## src/rtl/bf16_mul_norm_round_if.sv

```systemverilog
// ---------------------------------------------------------------------------
// bf16_mul_norm_round_if
// Handshake bundle between the BF16 multiplier front end, the
// normalise/round stage and the downstream consumer.
//   in_*  : raw product fields with valid/ready (producer -> block)
//   out_* : packed BF16 result and range flags with valid/ready
//           (block -> consumer)
// Modports:
//   slave  : the normalise/round block
//   master : the environment that drives products and drains results
// ---------------------------------------------------------------------------
`timescale 1ns/1ps
interface bf16_mul_norm_round_if;
  logic        in_valid;
  logic        in_ready;
  logic        in_sign;
  logic [7:0]  in_exp_a;
  logic [7:0]  in_exp_b;
  logic [15:0] in_mant_prod;
  logic        in_zero;
  logic        out_valid;
  logic        out_ready;
  logic [15:0] out_result;
  logic        out_ovf;
  logic        out_unf;

  modport slave (
    input  in_valid, in_sign, in_exp_a, in_exp_b, in_mant_prod, in_zero,
    input  out_ready,
    output in_ready,
    output out_valid, out_result, out_ovf, out_unf
  );

  modport master (
    output in_valid, in_sign, in_exp_a, in_exp_b, in_mant_prod, in_zero,
    output out_ready,
    input  in_ready,
    input  out_valid, out_result, out_ovf, out_unf
  );
endinterface

```

## src/rtl/bf16_mul_norm_round.sv

```systemverilog
// ---------------------------------------------------------------------------
// bf16_mul_norm_round
// Back end of the BF16 multiplier: takes the raw significand product and
// the operand exponents, normalises, rounds (RNE or truncate), applies the
// exponent bias, resolves zero/inf/NaN and range limits, and packs a BF16
// word. Two registered stages, one result per cycle, backpressure-safe.
// Ports:
//   clk  : rising-edge clock
//   rst  : asynchronous active-high reset (drops all in-flight data)
//   bus  : slave side of bf16_mul_norm_round_if (in_* / out_* handshakes)
// Parameters:
//   BIAS     : exponent bias removed from ea+eb
//   ROUND_EN : 1 = round-to-nearest-even, 0 = truncate
// ---------------------------------------------------------------------------
`timescale 1ns/1ps
module bf16_mul_norm_round #(
  parameter int BIAS     = 127,
  parameter bit ROUND_EN = 1'b1
) (
  input logic                  clk,
  input logic                  rst,
  bf16_mul_norm_round_if.slave bus
);

  localparam logic signed [9:0] BIAS_S = 10'(BIAS);

  // Returns {carry, mant}; a carry-out leaves mant wrapped to zero.
  function automatic logic [7:0] round_mant(input logic [6:0] mant,
                                            input logic       g,
                                            input logic       s);
    logic up;
    up = ROUND_EN && g && (s || mant[0]);
    return {1'b0, mant} + {7'd0, up};
  endfunction

  // Returns {ovf, unf, result}; specials outrank zero, which outranks range.
  function automatic logic [17:0] pack_result(input logic              sign,
                                              input logic              zero,
                                              input logic              spec,
                                              input logic signed [9:0] e,
                                              input logic [6:0]        mant);
    if (spec && zero)      return {2'b00, 16'h7FC0};
    else if (spec)         return {2'b00, sign, 8'hFF, 7'h00};
    else if (zero)         return {2'b00, sign, 15'h0000};
    else if (e >= 10'sd255) return {2'b10, sign, 8'hFF, 7'h00};
    else if (e <= 10'sd0)  return {2'b01, sign, 15'h0000};
    else                   return {2'b00, sign, e[7:0], mant};
  endfunction

  logic                vld_p1_q;
  logic                sign_p1_q, zero_p1_q, spec_p1_q, g_p1_q, s_p1_q;
  logic signed [9:0]   exp_p1_q;
  logic [6:0]          mant_p1_q;
  logic                vld_p2_q;
  logic [15:0]         res_p2_q;
  logic                ovf_p2_q, unf_p2_q;

  logic                s2_adv, acc_p0, hi_p0;
  logic signed [9:0]   exp_p1_d;
  logic [6:0]          mant_p1_d;
  logic                g_p1_d, s_p1_d;
  logic [7:0]          rnd_p1;
  logic signed [9:0]   exp_rnd_p1;
  logic [17:0]         pack_p2_d;

  // Stage 2 frees when empty or draining; stage 1 frees when stage 2 does.
  assign s2_adv       = !vld_p2_q || bus.out_ready;
  assign bus.in_ready = !vld_p1_q || s2_adv;
  assign acc_p0       = bus.in_valid && bus.in_ready;

  // ---- stage 0 -> 1 : normalise to 1.xxxxxxx, split guard/sticky ----
  assign hi_p0     = bus.in_mant_prod[15];
  assign exp_p1_d  = signed'({2'b00, bus.in_exp_a}) + signed'({2'b00, bus.in_exp_b})
                   - BIAS_S + signed'({9'd0, hi_p0});
  assign mant_p1_d = hi_p0 ? bus.in_mant_prod[14:8] : bus.in_mant_prod[13:7];
  assign g_p1_d    = hi_p0 ? bus.in_mant_prod[7]    : bus.in_mant_prod[6];
  assign s_p1_d    = hi_p0 ? |bus.in_mant_prod[6:0] : |bus.in_mant_prod[5:0];

  always_ff @(posedge clk or posedge rst) begin
    if (rst)               vld_p1_q <= 1'b0;
    else if (bus.in_ready) vld_p1_q <= bus.in_valid;
  end

  always_ff @(posedge clk) begin
    if (acc_p0) begin
      sign_p1_q <= bus.in_sign;
      zero_p1_q <= bus.in_zero;
      spec_p1_q <= (bus.in_exp_a == 8'hFF) || (bus.in_exp_b == 8'hFF);
      exp_p1_q  <= exp_p1_d;
      mant_p1_q <= mant_p1_d;
      g_p1_q    <= g_p1_d;
      s_p1_q    <= s_p1_d;
    end
  end

  // ---- stage 1 -> 2 : round, re-adjust exponent, classify and pack ----
  assign rnd_p1     = round_mant(mant_p1_q, g_p1_q, s_p1_q);
  assign exp_rnd_p1 = exp_p1_q + signed'({9'd0, rnd_p1[7]});
  assign pack_p2_d  = pack_result(sign_p1_q, zero_p1_q, spec_p1_q, exp_rnd_p1, rnd_p1[6:0]);

  always_ff @(posedge clk or posedge rst) begin
    if (rst) begin
      vld_p2_q <= 1'b0;
      res_p2_q <= 16'h0000;
      ovf_p2_q <= 1'b0;
      unf_p2_q <= 1'b0;
    end else if (s2_adv) begin
      vld_p2_q <= vld_p1_q;
      if (vld_p1_q) begin
        ovf_p2_q <= pack_p2_d[17];
        unf_p2_q <= pack_p2_d[16];
        res_p2_q <= pack_p2_d[15:0];
      end
    end
  end

  assign bus.out_valid  = vld_p2_q;
  assign bus.out_result = res_p2_q;
  assign bus.out_ovf    = ovf_p2_q;
  assign bus.out_unf    = unf_p2_q;

endmodule

```

## src/flat_wrapper.sv

```systemverilog
// flat-port wrapper written by rule: the top's interface ports become plain ports
module bf16_mul_norm_round_flat 
#(
  parameter int BIAS     = 127,
  parameter bit ROUND_EN = 1'b1
)
  (clk, rst, bus_in_valid, bus_in_sign, bus_in_exp_a, bus_in_exp_b, bus_in_mant_prod, bus_in_zero, bus_out_ready, bus_in_ready, bus_out_valid, bus_out_result, bus_out_ovf, bus_out_unf);
  bf16_mul_norm_round_if bus_i ();
  input logic clk;
  input logic rst;
  input wire logic [$bits(bus_i.in_valid)-1:0] bus_in_valid;
  input wire logic [$bits(bus_i.in_sign)-1:0] bus_in_sign;
  input wire logic [$bits(bus_i.in_exp_a)-1:0] bus_in_exp_a;
  input wire logic [$bits(bus_i.in_exp_b)-1:0] bus_in_exp_b;
  input wire logic [$bits(bus_i.in_mant_prod)-1:0] bus_in_mant_prod;
  input wire logic [$bits(bus_i.in_zero)-1:0] bus_in_zero;
  input wire logic [$bits(bus_i.out_ready)-1:0] bus_out_ready;
  output wire logic [$bits(bus_i.in_ready)-1:0] bus_in_ready;
  output wire logic [$bits(bus_i.out_valid)-1:0] bus_out_valid;
  output wire logic [$bits(bus_i.out_result)-1:0] bus_out_result;
  output wire logic [$bits(bus_i.out_ovf)-1:0] bus_out_ovf;
  output wire logic [$bits(bus_i.out_unf)-1:0] bus_out_unf;
  assign bus_i.in_valid = bus_in_valid;
  assign bus_i.in_sign = bus_in_sign;
  assign bus_i.in_exp_a = bus_in_exp_a;
  assign bus_i.in_exp_b = bus_in_exp_b;
  assign bus_i.in_mant_prod = bus_in_mant_prod;
  assign bus_i.in_zero = bus_in_zero;
  assign bus_i.out_ready = bus_out_ready;
  assign bus_in_ready = bus_i.in_ready;
  assign bus_out_valid = bus_i.out_valid;
  assign bus_out_result = bus_i.out_result;
  assign bus_out_ovf = bus_i.out_ovf;
  assign bus_out_unf = bus_i.out_unf;
  bf16_mul_norm_round #(.BIAS(BIAS), .ROUND_EN(ROUND_EN)) u_core (.clk(clk), .rst(rst), .bus(bus_i));
endmodule
```

## config.mk

```make
export PLATFORM = sky130hd
export DESIGN_NAME = bf16_mul_norm_round_flat
export DESIGN_NICKNAME = d
export VERILOG_FILES = /design/src/rtl/bf16_mul_norm_round_if.sv /design/src/rtl/bf16_mul_norm_round.sv /design/src/flat_wrapper.sv
export SDC_FILE = /design/constraint.sdc
export NUM_CORES = 1
export LEC_CHECK = 0
export ABC_AREA = 0
export BUFFER_PORTS_ARGS = -buffer_cell sky130_fd_sc_hd__buf_2
export CAP_MARGIN = 15
export CORE_ASPECT_RATIO = 1.1
export CORE_MARGIN = 3
export CORE_UTILIZATION = 45
export DETAILED_ROUTE_END_ITERATION = 10
export PLACE_DENSITY = 0.77
export SYNTH_ARGS = -nofsm -noshare
export SYNTH_HDL_FRONTEND = slang
export SYNTH_SLANG_ARGS = --single-unit
```

## constraint.sdc

```tcl
create_clock -name clk -period 3.13 [get_ports clk]
set_input_delay 0.939 -clock clk [delete_from_list [all_inputs] [get_ports clk]]
set_output_delay 0.939 -clock clk [all_outputs]
set_load 0.03 [all_outputs]
```

Word-level counts from Yosys, hierarchy flattened
Cells that the tools add are included.
{ "totals": {"regBits": 42, "elab_cells": 41, "out_inout_bits": 20, "input_bits": 38} }
{ "op_classes": {"add_sub_neg": 5, "eq_ne": 2, "order_cmp": 2, "muxes": 8, "n_reduce_logical": 12} }
{ "op_table": {"columns": ["operator", "n"], "rows": [
  ["two-way mux 18 bit", 4],
  ["adder 10 x 2 -> 10 bit", 2],
  ["two-way mux 17 bit", 1],
  ["== test 8 bit (second input constant)", 2],
  [">= comparator 10 x 9 -> 1 bit (second input constant)", 1],
  ["less-or-equal comparator 10 x 1 -> 1 bit (second input constant)", 1],
  ["subtractor 10 x 8 -> 10 bit (second input constant)", 1],
  ["adder 8 x 8 -> 9 bit", 1],
  ["adder 7 x 1 -> 8 bit", 1],
  ["two-way mux 7 bit", 1],
  ["OR reduction 7 bit", 1],
  ["OR reduction 6 bit", 1],
  ["logical OR 1 bit", 4],
  ["logical AND 1 bit", 3],
  ["zero test 1 bit", 2],
  ["two-way mux 1 bit", 2],
  ["AND reduction 2 bit", 1]
]} }

Longest topological paths before layout
Gate-level depths: netlist (run 1).
{ "depth": {"ltp_word": 10, "ltp_mapped": 13, "depth_no_buf": 13} }

Least setup slack after synthesis (run 1)
OpenSTA, ideal clock, no wires.
{ "synth_path": {"path_type": "reg2reg", "from": "register u_core.mant_p1_q[0]", "to": "register u_core.res_p2_q[7] (netlist: u_core.bus.out_result[7])", "setup_time_ns": 0.125, "t_required_ns": 3.005, "setup_slack_ns": 0.244, "path_buffers": 0, "path_stages_with_launch": 14, "synth_period_minus_slack_ns": 2.886, "arrival_time_ns": 2.762, "cell_sequence": "edfxtp_1 o21a_1 ha_1 nand2_1 nor2_1 and3_1 ha_1 ha_1 nand3_1 xor2_1 a41oi_1 or4_4 and3_4 o2bb2ai_1"} }
{ "synth_between": {"elab_chain_cells": 10} }
{ "synth_rtl": {"columns": ["item", "line", "rtl"], "rows": [
  ["start, declared", "bf16_mul_norm_round.sv:53", "logic [6:0] mant_p1_q;"],
  ["start signal, assigned", "bf16_mul_norm_round.sv:90", "mant_p1_q <= mant_p1_d;"],
  ["logical OR 1 bit", "bf16_mul_norm_round.sv:32", "up = ROUND_EN && g && (s || mant[0]);"],
  ["logical AND 1 bit", "bf16_mul_norm_round.sv:32", null],
  ["adder 7 x 1 -> 8 bit *", "bf16_mul_norm_round.sv:33", "return {1'b0, mant} + {7'd0, up};"],
  ["adder 10 x 2 -> 10 bit *", "bf16_mul_norm_round.sv:98", "assign exp_rnd_p1 = exp_p1_q + signed'({9'd0, rnd_p1[7]});"],
  ["less-or-equal comparator 10 x 1 -> 1 bit", "bf16_mul_norm_round.sv:46", "else if (e <= 10'sd0) return {2'b01, sign, 15'h0000};"],
  ["two-way mux 17 bit", "bf16_mul_norm_round.sv:46", null],
  ["two-way mux 18 bit *", "bf16_mul_norm_round.sv:45", "else if (e >= 10'sd255) return {2'b10, sign, 8'hFF, 7'h00};"],
  ["two-way mux 18 bit *", "bf16_mul_norm_round.sv:44", "else if (zero) return {2'b00, sign, 15'h0000};"],
  ["two-way mux 18 bit *", "bf16_mul_norm_round.sv:43", "else if (spec) return {2'b00, sign, 8'hFF, 7'h00};"],
  ["two-way mux 18 bit *", "bf16_mul_norm_round.sv:42", "if (spec && zero) return {2'b00, 16'h7FC0};"],
  ["end signal, assigned", "bf16_mul_norm_round.sv:112", "res_p2_q <= pack_p2_d[15:0];"],
  ["end, declared", "bf16_mul_norm_round.sv:55", "logic [15:0] res_p2_q;"]
]} }
Mark *: on every way between the ends. The rest lies on a longest branch, timed or not.
A chain may end at the register's enable or synchronous reset.

Worst setup path after layout (run 1)
Ends and elaborated chain as after synthesis.

==> results.yml, run 1 <==
drt:
  ant_nets: 0
  viasPerCell: 5.14
  vias: 1891
  wire_per_inst_um: 12.5
  route.detailed.drc: 0
  drt_iter0_drc: 111
  drt-pass1-iter-count: 4
  wl_um: 4590
die:
  rows: 27
  die_area_sq_um: 6490
  io_pins: 58
  die_h_um: 84.2
  die_w_um: 77.1
  initial_core_util_pct: 48.1
  coreArea_sq_um: 5200
critical_path:
  slowest_delay_ns: 0.59
  crit_path_frequent_cell: "ha_2"
  crit_slowest_cell: "or4_4"
  critPathMaxFanout: 4
  required_ns: 3.30
  critPathKind: "reg -> reg"
  worst_setup_path_start_kind: "register"
  critPathCaptureType: "register"
  path_cells: "o21a_1 -> ha_2 -> nand2_1 -> nor2_1 -> and3_1 -> ha_2 -> ha_4 -> nor3_2 -> a31oi_1 -> or3_1 -> or4_4 -> and3_4 -> o2bb2ai_1"
  cp.arrival_ns: 3.14
sta:
  fin_crit_ns: 2.97
  slew_headroom_pct: 52.3
  drv_slew: 0
  fmax_ghz: 0.337
  tightest_slew_ns: 0.714
  setup_viol: 0
  rsz0062_at_grt: "no"
  hold_viol: 0
  period_share_pct: 94.8
  timing.setup.tns_ns: 0
  finalClockSkew_ns: 0.00789
clocking:
  clock_sinks: 42
  htreeDepth: 2
  cts_setup_buffers: 0
  numCtsBuffers: 5
  clock-root-buffer: "clkbuf_8"
  cts_tree: "built"
  clk_path_buf_depth: 2
  clk_pin_slew_ns: 0.08
  clkLatencyLatePin_ns: 0.29
final_layout:
  fin_cells: 368
  nets: 348
  n_antenna_cell: 0
  seq_area_sq_um: 1160
  final_cell_area_sq_um: 2980
  multi_input_area_sq_um: 1290
  drive_above_1_share_pct: 30.4
  syn2layout_area_growth_pct: 19.0
  fillers: 465
global_route:
  grt_pass1_wl_um: 7790
  grt_pass1_vias: 1764
  grt.met2_usage_pct: 23.6
  grt_max_degree: 23
  grt_remaining_overflow: 0
  use_met1_pct: 19.5
  grt_antenna_before_repair: 0
  track_usage_pct: 14.6
  met3_usage_pct: 4.18
  busiest_layer: "met2"
synth:
  synth-warning-count: 0
  ys.flop_type: "edfxtp_1"
  avgSynthCellArea_sq_um: 10.7
  synth_largest_area_cell: "edfxtp_1"
  ys_async_sr_fraction_pct: 47.6
  synth_edf_count: 22
  synth_top_cell_area_share_pct: 26.4
  synthDistinctLibCells: 51
  synth_seq_cells: 42
  seq_area_frac_synth_pct: 46.4
  yosys-top-cells-area: "edfxtp_1 26%, dfrtp_1 20%, ha_1 7.0%"
  synth_cells: 234
  syn_nets: 287
  syn-cell-area_sq_um: 2500
placed_design:
  placed_cells: 360
  portBuffers: 57
  gp_congestion: 0.837
  dp_hpwl_um: 3700
  place_area_sq_um: 2850
outcome:
  status: "finished, final reports clean"
power:
  p_leak_nw: 1.26
  power_density_nw_per_um2: 493
  irDropWorstVdd_mv: 0.222
run:
  max-cap-violations: 0
worst_hold_path:
  hold_class: "reg -> reg"
-- cell families after synthesis --
family / after synthesis / share of synthesized area [%]
simple gates: 85 / 18.5
flops: 42 / 46.4
xor+xnor: 26 / 9.10
fa+ha+maj: 15 / 7.80
buf+inv: 15 / 3.15
compound gates: 43 / 11.5
mux: 8 / 3.60
-- Yosys cell counts, types with 7 or more instances --
master,instances
mux2_2,8
o21ai_0,13
nand4_1,8
nand3_1,10
dfrtp_1,20
nor2_1,15
nand2_1,21
ha_1,14
inv_1,10
edfxtp_1,22
a21oi_1,7
xor2_1,13
xnor2_1,13
-- final timing paths --
check	start	end	slack [ns]	depth (start not counted)
max	u_core.mant_p1_q[0]	u_core.bus.out_result[7]	0.16	13
min	u_core.bus.out_result[15]	u_core.bus.out_result[15]	0.46	2
min in group asynchronous	rst	u_core.vld_p1_q	0.75	2
max in group asynchronous	rst	u_core.bus.out_result[11]	1.93	2
min reg2reg	u_core.bus.out_result[15]	u_core.bus.out_result[15]	0.46	2
max reg2reg	u_core.mant_p1_q[0]	u_core.bus.out_result[7]	0.16	13
-- registers in the layout (all words and copies together), names as in the netlist --
register,cells
u_core.bus.out_result,16
u_core.exp_p1_q,10
u_core.mant_p1_q,7
u_core.bus.out_ovf,1
u_core.bus.out_unf,1
u_core.bus.out_valid,1
u_core.g_p1_q,1
u_core.s_p1_q,1
u_core.sign_p1_q,1
u_core.spec_p1_q,1
u_core.vld_p1_q,1
u_core.zero_p1_q,1
-- final cells by class --
cell class	instances	area share, %
Multi-Input combinational cell	177	43.4
Sequential cell	42	39.0
Timing Repair Buffer	59	10.1
Tap cell	72	3.03
Clock buffer	6	2.77
Inverter	10	1.26
Clock inverter	2	0.420
-- layout by cell type (no fill, tap or decap), drive strengths merged, types with 2 or more instances in the layout --
cell     count
a211oi       3
a21o         4
a21oi        8
and2         4
and3         5
buf         59
clkbuf       6
dfrtp       20
edfxtp      22
ha          14
inv         10
mux2         8
nand2       21
nand2b       5
nand3       10
nand4        9
nor2        15
nor3         4
nor4         2
o21ai       13
o22ai        2
o2bb2ai      2
xnor2       13
xor2        13
-- stage by stage --
step                hold slack, ns  total power, W  util, %  worst slack [ns]
global route                 0.518         0.00155     57.2            0.0148
floorplan                    0.443         0.00101        -             0.244
CTS                          0.469         0.00147     56.6            0.0528
finish                       0.465         0.00147     57.2             0.163
detailed placement           0.451         0.00112     54.8            0.0242
global placement             0.445         0.00110     54.8            0.0799
-- worst max-delay path: cells and delay by family (launching register included) --
family	cells	cell delay (ns)
fa+ha+maj	3	0.55
simple gates	7	1.54
compound gates	3	0.36
flops	1	0.40
-- power by group --
group	internal (W)	total, W	switching [W]
registers	0.000662	0.000714	0.0000523
logic	0.000159	0.000396	0.000237
clock network	0.000177	0.000359	0.000181
-- routing by layer --
layer / part of all wire (%) / vias up
met3: 5.9 / 6
li1: - / 973
met5: 0 / -
met1: 46 / 861
met4: 1.5 / 0
met2: 47 / 51
-- what timing repair did --
action | 4_1_cts | 5_1_grt
setup endpoints to repair | 0 | 11
hold buffers | 0 | 0
resized for setup | 0 | 6
(Power assumes the default switching activity.)
==> run 2: changes to the inputs <==
--- a/config.mk
+++ b/config.mk
@@ -9,10 +9,10 @@
 export BUFFER_PORTS_ARGS = -buffer_cell sky130_fd_sc_hd__buf_2
 export CAP_MARGIN = 15
 export CORE_ASPECT_RATIO = 1.1
-export CORE_MARGIN = 3
 export CORE_UTILIZATION = 45
 export DETAILED_ROUTE_END_ITERATION = 10
 export PLACE_DENSITY = 0.77
+export RECOVER_POWER = 100
 export SYNTH_ARGS = -nofsm -noshare
 export SYNTH_HDL_FRONTEND = slang
 export SYNTH_SLANG_ARGS = --single-unit
==> results.yml, run 2 (same netlist as run 1, synthesis figures left out) <==
outcome:
  status: "finished, final reports clean"
drt:
  wire_per_inst_um: 12.3
  viasPerCell: 5.16
  wl_um: 4610
  drt_iter0_drc: 70
  vias: 1923
  ant_nets: 0
  drt-pass1-iter-count: 4
  route.detailed.drc: 0
final_layout:
  n_antenna_cell: 0
  largest_reg_flops: 16
  fin_cells: 373
  syn2layout_area_growth_pct: 17.6
  drive_above_1_share_pct: 21.5
  mostFrequentLayoutCells: "33 x buf_2, 25 x clkbuf_1, 22 x edfxtp_1"
  nets: 350
  final_common_cell: "buf_2"
  final_util_pct: 54.9
critical_path:
  reg2reg_to: "u_core.bus.out_result[8]"
  critPathCaptureType: "register"
  reg2reg_slack_ns: 0.16
  reg2reg_from: "u_core.mant_p1_q[0]"
  worst_r2r_path_depth: 13
  cp.arrival_ns: 3.14
  worst_setup_path_start_kind: "register"
  required_ns: 3.30
  critPathMaxFanout: 4
  critPathKind: "reg -> reg"
worst_hold_path:
  hold_class: "reg -> reg"
  hp-start: "u_core.bus.out_result[15]"
  min_to: "u_core.bus.out_result[15]"
  worstHoldPathCells: 2
power:
  power.share.clock_pct: 23.6
  combPwrFrac_pct: 26.8
  switchingPower_w: 0.000474
  swShare_pct: 32.9
  power_density_nw_per_um2: 489
  seq_power_share_pct: 49.6
  irDropWorstVdd_mv: 0.219
  p_int_w: 0.000966
  p_leak_nw: 1.20
clocking:
  clkLatencyLatePin_ns: 0.30
  clock-root-buffer: "clkbuf_8"
  clock_sinks: 42
  cts_tree: "built"
  clk_pin_slew_ns: 0.08
  numCtsBuffers: 5
  clk_path_buf_depth: 2
  cts_hold_buf: 0
  htreeDepth: 2
placed_design:
  dp_hpwl_um: 3720
  portBuffers: 57
  gp_congestion: 0.790
  placed_cells: 364
sta:
  fin_crit_ns: 2.97
  drv_slew: 0
  fmax_ghz: 0.337
  finalClockSkew_ns: 0.00675
  hold_viol: 0
  period_share_pct: 94.8
  tightest_slew_ns: 1.14
  slew_headroom_pct: 23.9
  setup_viol: 0
die:
  io_pins: 58
  die_h_um: 80.2
  rows: 28
  die_area_sq_um: 5860
  die_w_um: 73.1
  initial_core_util_pct: 46.7
  coreArea_sq_um: 5360
global_route:
  grt_pass1_vias: 1796
  track_usage_pct: 17.0
  grt_max_degree: 23
  grt_pass1_wl_um: 7770
  grt_remaining_overflow: 0
  grt_antenna_before_repair: 0
run:
  max-cap-violations: 0
run 2: critical path: stages (launching register included):
cell       delay (ns)
edfxtp_1         0.39
o21a_1           0.18
ha_1             0.20
nand2_1          0.09
nor2_2           0.05
and3_1           0.18
ha_2             0.19
ha_4             0.17
nor3_1           0.12
a31oi_1          0.05
or3_1            0.31
or4_4            0.58
and3_1           0.21
o2bb2ai_1        0.12
run 2: worst max-delay path by stage:
stage,startpoint,end,slack [ns],depth (start not counted)
2_1_floorplan,u_core.mant_p1_q[0],u_core.bus.out_result[7],0.24,13
3_3_place_gp,bus_in_exp_b[0],u_core.exp_p1_q[7],0.08,9
3_5_place_dp,bus_in_exp_b[0],u_core.exp_p1_q[7],-0.03,9
4_1_cts,u_core.mant_p1_q[0],u_core.bus.out_result[8],0.06,13
5_1_grt,u_core.mant_p1_q[0],u_core.bus.out_result[8],-0.01,13
6_report,u_core.mant_p1_q[0],u_core.bus.out_result[8],0.16,13
run 2: timing repair:
action / in CTS / in global routing
resized for setup: 0 / 7
endpoints found under the setup margin: 0 / 12
setup buffers: 0 / 1
run 2: layer usage:
layer,global-route usage [%],vias up,part of all wire (%)
li1,-,982,-
met1,20.1,884,44
met2,30.2,51,50
met3,3.89,6,4.6
met4,5.29,0,1.5
met5,0,-,0
run 2: stage by stage:
step	setup slack, ns	cell area (sq um)	total power [W]	hold slack [ns]	setup TNS, ns
after floorplan	0.244	2500	0.00101	0.443	0
after global placement	0.0771	2860	0.00111	0.447	0
after detailed placement	-0.0273	2860	0.00112	0.465	-0.0314
after CTS	0.0617	2950	0.00146	0.483	0
after global routing	-0.0149	2940	0.00152	0.516	-0.0266
final	0.162	2940	0.00144	0.483	0
run 2: area by class of cell:
class	instances	area [sq um]
clock inverter	3	21.3
clock buffer	5	68.8
inverter	10	37.5
multi-input combinational	177	1280
tap	75	93.8
fill	502	2420
sequential	42	1160
timing repair buffer	61	282
run 2: power by group through the flow:
| stage | sequential [W] | clock, W | combinational, W |
|---|---|---|---|
| finish | 0.000715 | 0.000340 | 0.000386 |
| global route | 0.000724 | 0.000372 | 0.000428 |
| CTS | 0.000712 | 0.000349 | 0.000396 |
| detailed placement | 0.000725 | 0 | 0.000394 |
| global placement | 0.000721 | 0 | 0.000385 |
| floorplan | 0.000780 | 0 | 0.000231 |
==> run 3: changes to the inputs <==
--- a/config.mk
+++ b/config.mk
@@ -6,12 +6,13 @@
 export NUM_CORES = 1
 export LEC_CHECK = 0
 export ABC_AREA = 0
+export ABC_CLOCK_PERIOD_IN_PS = 3130
 export BUFFER_PORTS_ARGS = -buffer_cell sky130_fd_sc_hd__buf_2
 export CAP_MARGIN = 15
 export CORE_ASPECT_RATIO = 1.1
-export CORE_UTILIZATION = 45
+export CORE_UTILIZATION = 54
 export DETAILED_ROUTE_END_ITERATION = 10
-export PLACE_DENSITY = 0.77
+export PLACE_DENSITY = 0.88
 export RECOVER_POWER = 100
 export SYNTH_ARGS = -nofsm -noshare
 export SYNTH_HDL_FRONTEND = slang
==> results.yml, run 3 (same netlist as run 1, synthesis figures left out) <==
outcome:
  status: "finished, final reports clean"
global_route:
  track_usage_pct: 20.8
  grt_max_degree: 23
  grt_pass1_vias: 1793
  grt_remaining_overflow: 0
  grt_antenna_before_repair: 0
  grt_pass1_wl_um: 7680
critical_path:
  required_ns: 3.31
  setup.worst_path.start: "u_core.mant_p1_q[0]"
  reg2reg_to: "u_core.bus.out_result[7]"
  reg2reg_from: "u_core.mant_p1_q[0]"
  slowest_delay_ns: 0.58
  worst_setup_path_start_kind: "register"
  critPathKind: "reg -> reg"
  crit_slowest_cell: "or4_4"
  critPathBufInv: 0
  reg2reg_slack_ns: 0.13
  worst_r2r_path_depth: 13
  critPathMaxFanout: 4
  path_delay_family: "simple AND/OR/NAND/NOR gates"
  path_cells: "o21a_1 -> ha_1 -> nand2_1 -> nor2_2 -> and3_1 -> ha_2 -> ha_4 -> nor3_1 -> a31oi_1 -> or3_1 -> or4_4 -> and3_4 -> o2bb2ai_1"
  critPathCaptureType: "register"
  cp.arrival_ns: 3.18
drt:
  drt_iter0_drc: 72
  vias: 1920
  route.detailed.drc: 0
  drt-pass1-iter-count: 4
  viasPerCell: 5.49
  wl_um: 4570
  ant_nets: 0
  wire_per_inst_um: 13.1
power:
  irDropWorstVdd_mv: 0.221
  p_leak_nw: 1.20
  power_density_nw_per_um2: 513
sta:
  setup_ws_ns: 0.128
  hold_slack_ns: 0.484
  setup_viol: 0
  period_share_pct: 95.9
  drv_slew: 0
  finalClockSkew_ns: 0.00535
  fmax_ghz: 0.333
  rsz0062_at_grt: "no"
  fin_crit_ns: 3.00
  timing.setup.tns_ns: 0
  hold_viol: 0
  tightest_slew_ns: 1.12
  slew_headroom_pct: 25.2
die:
  die_h_um: 73.4
  io_pins: 58
  die_area_sq_um: 4910
  die_w_um: 66.9
  rows: 25
  coreArea_sq_um: 4380
  initial_core_util_pct: 57.1
placed_design:
  portBuffers: 57
  gp_congestion: 0.860
  dp_hpwl_um: 3590
  pre_cts_ws_ns: -0.00805
clocking:
  clock-root-buffer: "clkbuf_8"
  clk_pin_slew_ns: 0.08
  cts_setup_buffers: 0
  clkLatencyLatePin_ns: 0.30
  numCtsBuffers: 5
  htreeDepth: 2
  clk_path_buf_depth: 2
  cts_tree: "built"
  clock_sinks: 42
worst_hold_path:
  hold_class: "reg -> reg"
  min_to: "u_core.bus.out_result[0]"
  hp-start: "u_core.bus.out_result[0]"
  worstHoldPathCells: 2
final_layout:
  fillers: 358
  multi_input_area_sq_um: 1270
  nets: 348
  n_antenna_cell: 0
  drive_above_1_share_pct: 20.6
  largest_reg_flops: 16
  final_common_cell: "buf_2"
  syn2layout_area_growth_pct: 16.4
  seq_area_sq_um: 1160
  mostFrequentLayoutCells: "34 x buf_2, 24 x clkbuf_1, 22 x edfxtp_1"
run:
  max-cap-violations: 0
## run 3: worst min-delay path, delay by kind of cell (launching register included)
family	cells	cell delay, ns
simple gates	1	0.05
compound gates	1	0.06
flops	1	0.35
## run 3: final cells by class
type / count / area share [%]
multi-input combinational: 177 / 43.6
sequential: 42 / 39.9
clock inverter: 2 / 0.473
inverter: 10 / 1.29
timing repair buffer: 59 / 9.19
tap: 54 / 2.32
clock buffer: 6 / 3.22
## run 3: worst max path at each step
stage	endpoint	slack, ns	cells after the start
5_1_grt	u_core.bus.out_result[6]	0.01	14
2_1_floorplan	u_core.bus.out_result[7]	0.24	13
6_report	u_core.bus.out_result[7]	0.13	13
3_5_place_dp	u_core.exp_p1_q[7]	-0.008	9
3_3_place_gp	u_core.exp_p1_q[7]	0.08	9
4_1_cts	u_core.bus.out_result[7]	0.02	13
## run 3: metal layers
layer | GRT usage, % | wire length, um | up-vias | share of wire (%)
met5 | 0 | 0 | - | 0
met4 | 11.6 | 120 | 0 | 2.6
met3 | 4.66 | 180 | 13 | 3.9
met2 | 34.3 | 2360 | 52 | 52
met1 | 24.9 | 1910 | 879 | 42
li1 | - | - | 976 | -
## run 3: power breakdown
| part | internal, W | switching, W |
|---|---|---|
| logic | 0.000145 | 0.000238 |
| clock network | 0.000207 | 0.000188 |
| registers | 0.000662 | 0.0000530 |
| total | 0.00101 | 0.000479 |
## run 3: what timing repair did
| action | in CTS | in global routing |
|---|---|---|
| gates resized for setup | 0 | 5 |
| hold buffers | 0 | 0 |
| setup endpoints to repair | 0 | 12 |
## run 3: stage by stage
stage / utilization [%] / instance area (sq um) / std cells / total power [W]
finish: 66.5 / 2910 / 350 / 0.00149
detailed placement: 64.6 / 2830 / 342 / 0.00112
CTS: 67.1 / 2940 / 350 / 0.00151
global route: 66.5 / 2910 / 350 / 0.00158
global placement: 64.6 / 2830 / 342 / 0.00110
floorplan: - / 2500 / 234 / 0.00101
